--- src/rtl/fpadd_pkg.sv ---
// ----------------------------------------------------------------------------
// fpadd_pkg
// Shared definitions for the floating-point adder datapath stages.
//   align_state_e   : mantissa alignment FSM states (IDLE, SHIFT, DONE)
//   GRS_W           : width of the guard/round/sticky extension
//   sticky_collapse : OR-reduces a mantissa into a single sticky bit
// ----------------------------------------------------------------------------
package fpadd_pkg;

   typedef enum logic [1:0] {
      IDLE,
      SHIFT,
      DONE
   } align_state_e;

   localparam int unsigned GRS_W = 3;

   // Widest mantissa the sticky helper accepts; narrower callers zero-extend.
   localparam int unsigned STICKY_MAX_W = 64;

   function automatic logic sticky_collapse(input logic [STICKY_MAX_W-1:0] mant);
      return |mant;
   endfunction

endpackage

--- src/rtl/align_step.sv ---
// ----------------------------------------------------------------------------
// align_step
// Combinational one-bit right shift of a mantissa carrying guard/round/sticky
// bits. The bit leaving position 1 is ORed into the sticky bit so that no
// shifted-out one is ever lost.
//   din_i  [W-1:0] : vector before the shift
//   dout_o [W-1:0] : vector after the shift
// ----------------------------------------------------------------------------
module align_step #(
   parameter int unsigned W = 27
) (
   input  logic [W-1:0] din_i,
   output logic [W-1:0] dout_o
);

   assign dout_o = {1'b0, din_i[W-1:2], din_i[1] | din_i[0]};

endmodule

--- src/rtl/mant_align.sv ---
// ----------------------------------------------------------------------------
// mant_align
// Mantissa alignment stage of the floating-point adder. Routes the
// larger-exponent mantissa through unchanged and right-shifts the
// smaller-exponent mantissa by ExpDiff, one bit per cycle, keeping
// guard/round/sticky bits. Valid/ready handshake on both sides.
//
// Ports:
//   Clock, Reset        : clock, asynchronous active-high reset
//   InValid / InReady   : upstream handshake (InReady high only in IDLE)
//   ExpSet              : 1 -> A is the big operand, 0 -> B is
//   ExpDiff  [tN-1:0]   : unsigned exponent difference
//   MantA/B  [MW-1:0]   : operand mantissas
//   OutValid / OutReady : downstream handshake
//   BigMant  [MW-1:0]   : larger-exponent mantissa
//   SmallMant[MW+2:0]   : aligned small mantissa, [2:0] = guard/round/sticky
//   Swapped             : registered !ExpSet
//
// Build option: ALIGN_EARLY_OUT_EN -- differences of MW+2 or more collapse
// straight into the sticky bit at accept instead of iterating.
// ----------------------------------------------------------------------------
module mant_align
   import fpadd_pkg::*;
#(
   parameter int unsigned tN = 8,
   parameter int unsigned MW = 24
) (
   input  logic             Clock,
   input  logic             Reset,
   input  logic             InValid,
   output logic             InReady,
   input  logic             ExpSet,
   input  logic [tN-1:0]    ExpDiff,
   input  logic [MW-1:0]    MantA,
   input  logic [MW-1:0]    MantB,
   output logic             OutValid,
   input  logic             OutReady,
   output logic [MW-1:0]    BigMant,
   output logic [MW+2:0]    SmallMant,
   output logic             Swapped
);

   localparam int unsigned SW      = MW + GRS_W;
   localparam int unsigned CNT_MAX = MW + 2;
   localparam int unsigned CW      = $clog2(MW + 3);

   align_state_e  state_q, state_d;
   logic [CW-1:0] count_q, count_d;
   logic [MW-1:0] big_q, big_d;
   logic [SW-1:0] small_q, small_d;
   logic          swapped_q, swapped_d;
   logic          out_valid_q;

   logic [SW-1:0] small_step;
   logic [MW-1:0] small_sel;
   logic          exp_sat;
   logic [CW-1:0] count_load;

   align_step #(.W(SW)) u_step (
      .din_i  (small_q),
      .dout_o (small_step)
   );

   assign small_sel  = ExpSet ? MantB : MantA;
   // Any shift of MW+2 or more leaves only the sticky bit, so saturate there.
   assign exp_sat    = (32'(ExpDiff) >= CNT_MAX);
   assign count_load = exp_sat ? CW'(CNT_MAX) : CW'(ExpDiff);

   always_comb begin
      state_d   = state_q;
      count_d   = count_q;
      big_d     = big_q;
      small_d   = small_q;
      swapped_d = swapped_q;

      case (state_q)
         IDLE: begin
            if (InValid) begin
               big_d     = ExpSet ? MantA : MantB;
               small_d   = {small_sel, {GRS_W{1'b0}}};
               swapped_d = !ExpSet;
               count_d   = count_load;
               state_d   = (count_load != '0) ? SHIFT : DONE;
`ifdef ALIGN_EARLY_OUT_EN
               if (exp_sat) begin
                  small_d = {{(SW-1){1'b0}}, sticky_collapse(STICKY_MAX_W'(small_sel))};
                  count_d = '0;
                  state_d = DONE;
               end
`endif
            end
         end
         SHIFT: begin
            small_d = small_step;
            count_d = count_q - CW'(1);
            if (count_q == CW'(1)) begin
               state_d = DONE;
            end
         end
         DONE: begin
            if (OutReady) begin
               state_d = IDLE;
            end
         end
         default: begin
            state_d = IDLE;
         end
      endcase
   end

   always_ff @(posedge Clock or posedge Reset) begin
      if (Reset) begin
         state_q     <= IDLE;
         count_q     <= '0;
         big_q       <= '0;
         small_q     <= '0;
         swapped_q   <= 1'b0;
         out_valid_q <= 1'b0;
      end else begin
         state_q     <= state_d;
         count_q     <= count_d;
         big_q       <= big_d;
         small_q     <= small_d;
         swapped_q   <= swapped_d;
         out_valid_q <= (state_d == DONE);
      end
   end

   assign InReady   = (state_q == IDLE);
   assign OutValid  = out_valid_q;
   assign BigMant   = big_q;
   assign SmallMant = small_q;
   assign Swapped   = swapped_q;

endmodule

--- config.mk ---
export PLATFORM = sky130hd
export DESIGN_NAME = mant_align
export DESIGN_NICKNAME = d
export VERILOG_FILES = /design/src/rtl/fpadd_pkg.sv /design/src/rtl/align_step.sv /design/src/rtl/mant_align.sv
export SDC_FILE = /design/constraint.sdc
export NUM_CORES = 1
export LEC_CHECK = 0
export CORE_ASPECT_RATIO = 1.1
export CORE_MARGIN = 2
export CORE_UTILIZATION = 35
export DETAILED_ROUTE_END_ITERATION = 8
export PLACE_DENSITY = 0.69
export SLEW_MARGIN = 15
export SYNTH_ARGS = -nofsm -noshare
export SYNTH_HDL_FRONTEND = slang
export SYNTH_SLANG_ARGS = --single-unit
--- constraint.sdc ---
create_clock -name Clock -period 3.99 [get_ports Clock]
set_clock_uncertainty 0.1 [all_clocks]
set_input_delay 0.798 -clock Clock [delete_from_list [all_inputs] [get_ports Clock]]
set_output_delay 0.798 -clock Clock [all_outputs]
set_load 0.05 [all_outputs]
**After elaboration in Yosys (flattened, before gate mapping)**

Cells that the tools add are included.

- Output and inout bits: 54
- Register bits after elaboration: 60

- Reduce and logical (&&, ||, !) cells: 6
- Muxes and demuxes: 12
- Eq/ne operators: 5
- Add/sub/neg operators: 1
- Bitwise operators: 1
- $lt $le $gt $ge: 1

Operator list:

| cell | count |
|---|---|
| case mux 27 bit (2 select lines) | 1 |
| two-way mux 24 bit | 2 |
| two-way mux 27 bit | 1 |
| two-way mux 5 bit | 2 |
| case mux 5 bit (2 select lines) | 1 |
| >= comparator 8 x 5 -> 1 bit, second input constant | 1 |
| two-way mux 2 bit | 4 |
| case mux 2 bit (3 select lines) | 1 |
| == test 5 x 1 -> 1 bit, second input constant | 1 |
| nonzero test 5 bit | 1 |
| subtractor 5 x 1 -> 5 bit, second input constant | 1 |
| == test 2 bit, second input constant | 2 |
| AND reduction 2 bit | 2 |
| == test 2 x 1 -> 1 bit, second input constant | 1 |
| zero test 2 bit | 1 |
| != test 2 bit, second input constant | 1 |
| nonzero test 2 bit | 1 |
| zero test 1 bit | 1 |
| bitwise OR 1 bit | 1 |

**Depth between registers and ports, before layout**

Gate-level depths: netlist of run 1.

- Depth after elaboration: 7
- Gate-level depth with buffers: 6
- Mapped depth without buffers: 5

**Modules after synthesis**

From an unflattened synthesis of run 1, not the netlist that was laid out.

- Cells, all modules: 363
- Area, all modules: 3370.7 um^2

Modules (own cells, without submodules):

| module | seq. area each (um^2) | cells an instance | times used | area an instance (um^2) |
|---|---|---|---|---|
| mant_align | 1501.4 | 335 | 1 | 3165.5 |
| align_step | 0.0 | 28 | 1 | 205.2 |

**Worst setup path after synthesis of run 1**

Ideal clock, no wire load.

- Path kind: register to output
- From: reg state_q[0]
- To: out InReady
- Path slack: 1.952 ns
- Stages on the path, launching flop included: 3
- Buffers on the path: 1
- Arrival time: 1.140 ns
- Cell sequence: dfrtp_1 > buf_6 > nor2_1

- Word-level cells in the longest chain between the ends: 1

RTL lines:

| what | line | text |
|---|---|---|
| start: declaration | mant_align.sv:47 | `align_state_e state_q, state_d;` |
| start signal: assignment | mant_align.sv:120 | `state_q <= state_d;` |
| zero test 2 bit | mant_align.sv:129 | `assign InReady = (state_q == IDLE);` |
| end: declaration | mant_align.sv:31 | `output logic InReady,` |

Every way passes these cells.

**Final worst setup path of run 1**

Ends and elaborated chain as after synthesis.

==> results.json, run 1 <==
{
  "p_comb_share_pct": 57.5,
  "holdBufCountCts": 0,
  "hp-start": "BigMant[4]",
  "viasPerCell": 4.994,
  "p_clk_share_pct": 13.3,
  "ir_drop_uv": 329.6,
  "cts-root-buf": "clkbuf_8",
  "avgSynthCellArea_um2": 9.563,
  "grt_antenna_before_repair": 0,
  "setup_ws_ns": 1.313,
  "fin_crit_ns": 2.677,
  "fin_tns_setup_ns": 0,
  "placed_area_mm2": 0.004263,
  "critPathRequiredTime_ns": 3.09,
  "start_util_pct": 36.43,
  "cap_violations": 0,
  "ant_nets": 0,
  "hp-class": "reg2reg",
  "num_rows": 35,
  "coreArea_mm2": 0.008452,
  "clock_sinks": 60,
  "areaGrowthSynthToFinish_pct": 44.58,
  "syn_nets": 385,
  "power_leakage_nw": 1.821,
  "tritoncts": "built",
  "grt_pass1_wl_um": 12540,
  "drive_gt1_share_pct": 5.374,
  "first_iter_violations": 88,
  "path_clk_slew_ns": 0.07,
  "rsz0062_at_grt": "no",
  "hpwl_um": 5541,
  "synth_cell_types": 34,
  "status": "complete, no violations",
  "fmax_mhz": 373.5,
  "p_sw_w": 0.001889,
  "synth-seq-cells": 60,
  "synth_area_leaders": "dfrtp_1 (49%), mux2i_1 (8.1%), nand2_1 (6.2%)",
  "post-route-drc-count": 0,
  "vias": 2692,
  "design_area_mm2": 0.004452,
  "grt.overflow.total": 0,
  "post-route-period-util_pct": 67.10,
  "crit_arrival_ns": 1.78,
  "holdPathEnd": "BigMant[4]",
  "yosys.area.top_type": "dfrtp_1",
  "synth_top_area_share_pct": 48.76,
  "grt_usage_pct": 16.81,
  "r2r_slack_ns": 1.89,
  "cts_setup_buffers": 0,
  "cp_max_fo": 9,
  "relSlewSlack_pct": 26.55,
  "yosysSeqAreaShare_pct": 48.76,
  "clock_latency_ns": 0.33,
  "cts_inserted_buffers": 9,
  "netlist_instances": 322,
  "reg2reg_to": "SmallMant[11]",
  "whs_ns": 0.3791,
  "yosysWarnings": 0,
  "layout.nets": 487,
  "cts_htree_levels": 3,
  "routedWlPerCell_um": 14.40,
  "grt_pass1_vias": 2595,
  "cts_buffer_depth": 2,
  "p_sw_share_pct": 49.09,
  "reg2reg_depth": 4,
  "firstDrtPassIters": 4,
  "grt_start_max_net_pins": 59,
  "synthesis.area_mm2": 0.003079,
  "place.gp.congestion": 0.8018,
  "drt_wl_total_um": 7761,
  "io_pins": 115,
  "pwr-share-seq_pct": 29.2,
  "hold_violations": 0,
  "die_area_mm2": 0.009565,
  "setup-violations-final": 0,
  "diodes": 0,
  "p_int_w": 0.001959,
  "slew_violations": 0,
  "crit_path_end_kind": "output pin",
  "die_h_um": 102.4,
  "power_density_mw_per_mm2": 864.5,
  "cts_resized": 0,
  "hold_depth": 2,
  "die_x_um": 93.43,
  "pre_cts_slack_ns": 1.276,
  "worstMarginPinSlew_ns": 1.102,
  "port_buffers": 114,
  "cp-start-kind": "flip-flop",
  "r2r-start": "state_q[0]",
  "startpoint": "state_q[0]",
  "crit_type": "reg2out"
}
==> state kept, by name, summed over array words and instances (netlist names) <==
register	flops
SmallMant	27
count_q	5
BigMant	24
state_q	2
OutValid	1
Swapped	1
==> through the flow <==
stage | std cells | power, W | util, %
after global routing | 539 | 0.004083 | 52.67
after CTS | 539 | 0.003890 | 52.66
final | 539 | 0.003849 | 52.67
after detailed placement | 524 | 0.003367 | 50.44
after floorplan | 322 | 0.002616 | -
after global placement | 524 | 0.003327 | 50.44
==> cells by family after synthesis <==
kind of cell / Yosys count / synth area share [%]
DFF: 60 / 48.76
and+or+nand+nor: 115 / 17.43
buffers and inverters: 30 / 4.754
AOI/OAI and AO/OA: 90 / 20.11
adders and majority gates: 2 / 0.8125
muxes: 25 / 8.127
==> layout by cell type (no fill, tap or decap), drive strengths merged, types with 3 or more instances in the layout <==
master and n:
clkbuf 14, nor2 27, a211oi 23, nor3 3
o21ai 28, dfrtp 60, o31ai 23, nand2 51
nor2b 24, buf 5, mux2i 25, clkdlybuf4s50 113
==> synthesized netlist by cell type <==
cell type and instances:
nor3b_1 2, o221ai_1 1, o311ai_0 1, dfrtp_1 60
nand2_1 51, o21ai_0 28, nand4_1 1, a221o_1 2
clkbuf_1 10, mux2i_1 25, or4bb_1 1, a311o_1 1
a22o_1 2, a211oi_1 23, nor2b_1 24, or3b_4 1
o211ai_1 1, nor3_1 3, or4_1 1, buf_2 15
o21bai_1 1, o31ai_1 23, a21oi_1 2, o311a_1 1
nand2b_1 1, o22ai_1 1, or3_1 2, o41ai_1 2
ha_1 2, buf_6 2, nor2_1 27, inv_1 3
nor4b_1 1, o211a_1 1
==> per-layer routing <==
layer	part of all wire [%]	track usage [%]	wire [um]
met1	44	21.03	3422
met4	1.4	6.561	109
met3	7.0	4.794	543
met2	47	27.61	3685
met5	0	0	0
==> cell type report <==
class,instances,area (um2)
Tap cell,111,138.9
Inverter,3,12.51
Sequential cell,60,1501
Clock buffer,14,182.7
Multi-Input combinational cell,232,1445
Timing Repair Buffer,118,1166
Fill cell,783,4000
Clock inverter,1,5.005
==> power by group through the flow <==
stage	Clock, W	Combinational, W	Sequential (W)
after detailed placement	0	0.00224	0.00113
final	0.000513	0.00221	0.00112
after global routing	0.000556	0.00236	0.00117
after global placement	0	0.00220	0.00112
after floorplan	0	0.000647	0.00197
after CTS	0.000527	0.00224	0.00113
==> worst max path at each step <==
stage	endpoint	slack [ns]
3_3_place_gp	count_q[0]	1.31
6_report	InReady	1.31
4_1_cts	InReady	1.28
2_1_floorplan	BigMant[0]	1.61
5_1_grt	InReady	1.26
3_5_place_dp	count_q[2]	1.28
==> critical path, cell delays in order (launching register included) <==
cell,delay [ns]
dfrtp_1,0.50
nor2_1,0.14
clkdlybuf4s50_1,0.81
No activity file was read; power rests on OpenSTA's default activity.
==> run 2: changes to the inputs <==
==> constraint.sdc (replaced) <==
create_clock -name Clock -period 2.63 [get_ports Clock]
set_clock_uncertainty 0.1 [all_clocks]
set_input_delay 0.526 -clock Clock [delete_from_list [all_inputs] [get_ports Clock]]
set_output_delay 0.526 -clock Clock [all_outputs]
set_load 0.05 [all_outputs]
==> run 2 against run 1 <==
Against the previous run: hold slack gained 0.013 ns; final area grew 3.1%; final cell count grew 1.5%; first-iteration DRC count grew 19%; critical path type unchanged.
==> results.json, run 2 (same netlist as run 1, synthesis figures left out) <==
{
  "status": "complete, no violations",
  "final_common_cell": "clkdlybuf4s50_1",
  "die_area_mm2": 0.009565,
  "post-route-period-util_pct": 92.00,
  "grt.overflow.total": 0,
  "r2r_slack_ns": 0.80,
  "grt_pass1_vias": 2767,
  "r2r-start": "state_q[1]",
  "p_sw_share_pct": 47.27,
  "grt_pass1_wl_um": 13040,
  "drt_wl_total_um": 7989,
  "path_clk_slew_ns": 0.07,
  "critPathRequiredTime_ns": 2.00,
  "grt_antenna_before_repair": 0,
  "multi_input_area_mm2": 0.001445,
  "crit_path_cell_trace": "nor2_1 > clkdlybuf4s50_1",
  "num_rows": 35,
  "vias": 2752,
  "cts_buffer_depth": 2,
  "die_h_um": 102.4,
  "firstDrtPassIters": 4,
  "start_util_pct": 36.43,
  "register_area_mm2": 0.001501,
  "p_sw_w": 0.002912,
  "routedWlPerCell_um": 14.61,
  "slew_violations": 0,
  "holdBufCountCts": 0,
  "p_comb_share_pct": 55.3,
  "cts_setup_buffers": 0,
  "design_area_mm2": 0.004591,
  "pwr-share-seq_pct": 27.6,
  "p_int_w": 0.003249,
  "path_buf_inv": 1,
  "whs_ns": 0.3923,
  "clock_latency_ns": 0.34,
  "viasPerCell": 5.031,
  "cp_max_fo": 9,
  "ant_nets": 0,
  "hold_depth": 2,
  "holdPathEnd": "BigMant[10]",
  "worstMarginPinSlew_ns": 0.6717,
  "layout.nets": 494,
  "finalPower_w": 0.006161,
  "drive_gt1_share_pct": 7.110,
  "cpPeakStageDelay_ns": 0.81,
  "diodes": 0,
  "fillCellCount": 781,
  "setup-violations-final": 0,
  "grt_usage_pct": 17.36,
  "first_iter_violations": 105,
  "hpwl_um": 5885,
  "largest_reg_flops": 27,
  "fin_tns_setup_ns": 0,
  "rsz0062_at_grt": "no",
  "relSlewSlack_pct": 55.15,
  "hp-start": "BigMant[10]",
  "p_clk_share_pct": 17.1,
  "placed_area_mm2": 0.004340,
  "post-route-drc-count": 0,
  "fin_crit_ns": 2.420,
  "ir_drop_uv": 680.6,
  "clock_sinks": 60,
  "power_leakage_nw": 1.892,
  "fmax_mhz": 413.3,
  "grt_start_max_net_pins": 34,
  "die_x_um": 93.43,
  "hp-class": "reg2reg",
  "cp-start-kind": "flip-flop",
  "cts_htree_levels": 3,
  "areaGrowthSynthToFinish_pct": 49.09,
  "cp_slowest_cell": "clkdlybuf4s50_1",
  "power_density_mw_per_mm2": 1342,
  "cts-root-buf": "clkbuf_8",
  "reg2reg_depth": 4,
  "crit_type": "reg2out",
  "cts_resized": 0,
  "crit_arrival_ns": 1.79,
  "port_buffers": 114,
  "io_pins": 115,
  "layout_common_cells": "clkdlybuf4s50_1 (113), dfrtp_1 (60), nand2_1 (51), o21ai_0 (28), nor2_1 (27)",
  "crit_path_end_kind": "output pin",
  "reg2reg_to": "SmallMant[4]",
  "place.gp.congestion": 0.8160,
  "path_delay_family": "buffers and inverters",
  "cts_inserted_buffers": 9,
  "cap_violations": 0,
  "hold_violations": 0,
  "tritoncts": "built",
  "coreArea_mm2": 0.008452
}
-- run 2: changes by cell type in the layout (fill, tap and decap cells not counted) --
cell / before / now
clkbuf_8: 13 / 11
buf_4: 4 / 9
buf_12: 0 / 2
inv_2: 0 / 1
clkinv_2: 2 / 1
bufinv_16: 0 / 3
-- run 2: power by group through the flow --
stage	clock network, W	logic [W]	registers [W]
after floorplan	0	0.000981	0.00299
after global placement	0	0.00339	0.00171
after detailed placement	0	0.00345	0.00171
after CTS	0.00108	0.00345	0.00170
after global routing	0.00113	0.00365	0.00176
final	0.00105	0.00341	0.00170
-- run 2: worst register-to-register path, cell delays in order, from the launching register on --
cell and delay, ns:
dfrtp_1 0.49, nand2b_1 0.57, buf_4 0.31, nor2_1 0.06, o31ai_1 0.20
-- run 2: layout make-up --
cell class / instances / share of cell area (%)
Clock inverter: 4 / 2.071
Timing Repair Buffer: 125 / 27.09
Inverter: 3 / 0.2453
Tap cell: 111 / 3.025
Multi-Input combinational cell: 232 / 31.48
Clock buffer: 12 / 3.380
Sequential cell: 60 / 32.71
-- run 2: worst max-delay path by stage --
stage	startpoint	to	slack [ns]	cells past startpoint
after floorplan	Reset	BigMant[0]	0.52	1
after global placement	InValid	BigMant[5]	0.37	5
after detailed placement	InValid	BigMant[11]	0.32	5
after CTS	state_q[0]	InReady	0.18	2
after global routing	state_q[0]	InReady	0.13	2
final	state_q[0]	InReady	0.21	2
-- run 2: metrics by stage --
step / utilization (%) / setup slack (ns) / cells
2_1_floorplan: - / 0.5193 / 322
3_3_place_gp: 51.35 / 0.3679 / 531
3_5_place_dp: 51.35 / 0.3170 / 531
4_1_cts: 54.32 / 0.1791 / 547
5_1_grt: 54.32 / 0.1303 / 547
6_report: 54.32 / 0.2104 / 547
-- run 2: routing by layer --
metal  part of all wire, %  track usage, %
met1                    45           21.98
met2                    47           28.33
met3                   6.8           4.867
met4                   1.5           6.674
met5                     0               0
==> run 3: changes to the inputs <==
--- a/config.mk
+++ b/config.mk
@@ -14,3 +14,4 @@
 export SYNTH_ARGS = -nofsm -noshare
 export SYNTH_HDL_FRONTEND = slang
 export SYNTH_SLANG_ARGS = --single-unit
+export TNS_END_PERCENT = 1
==> results of run 3 <==
Final layout, timing and power as in run 2 (identical DEF).
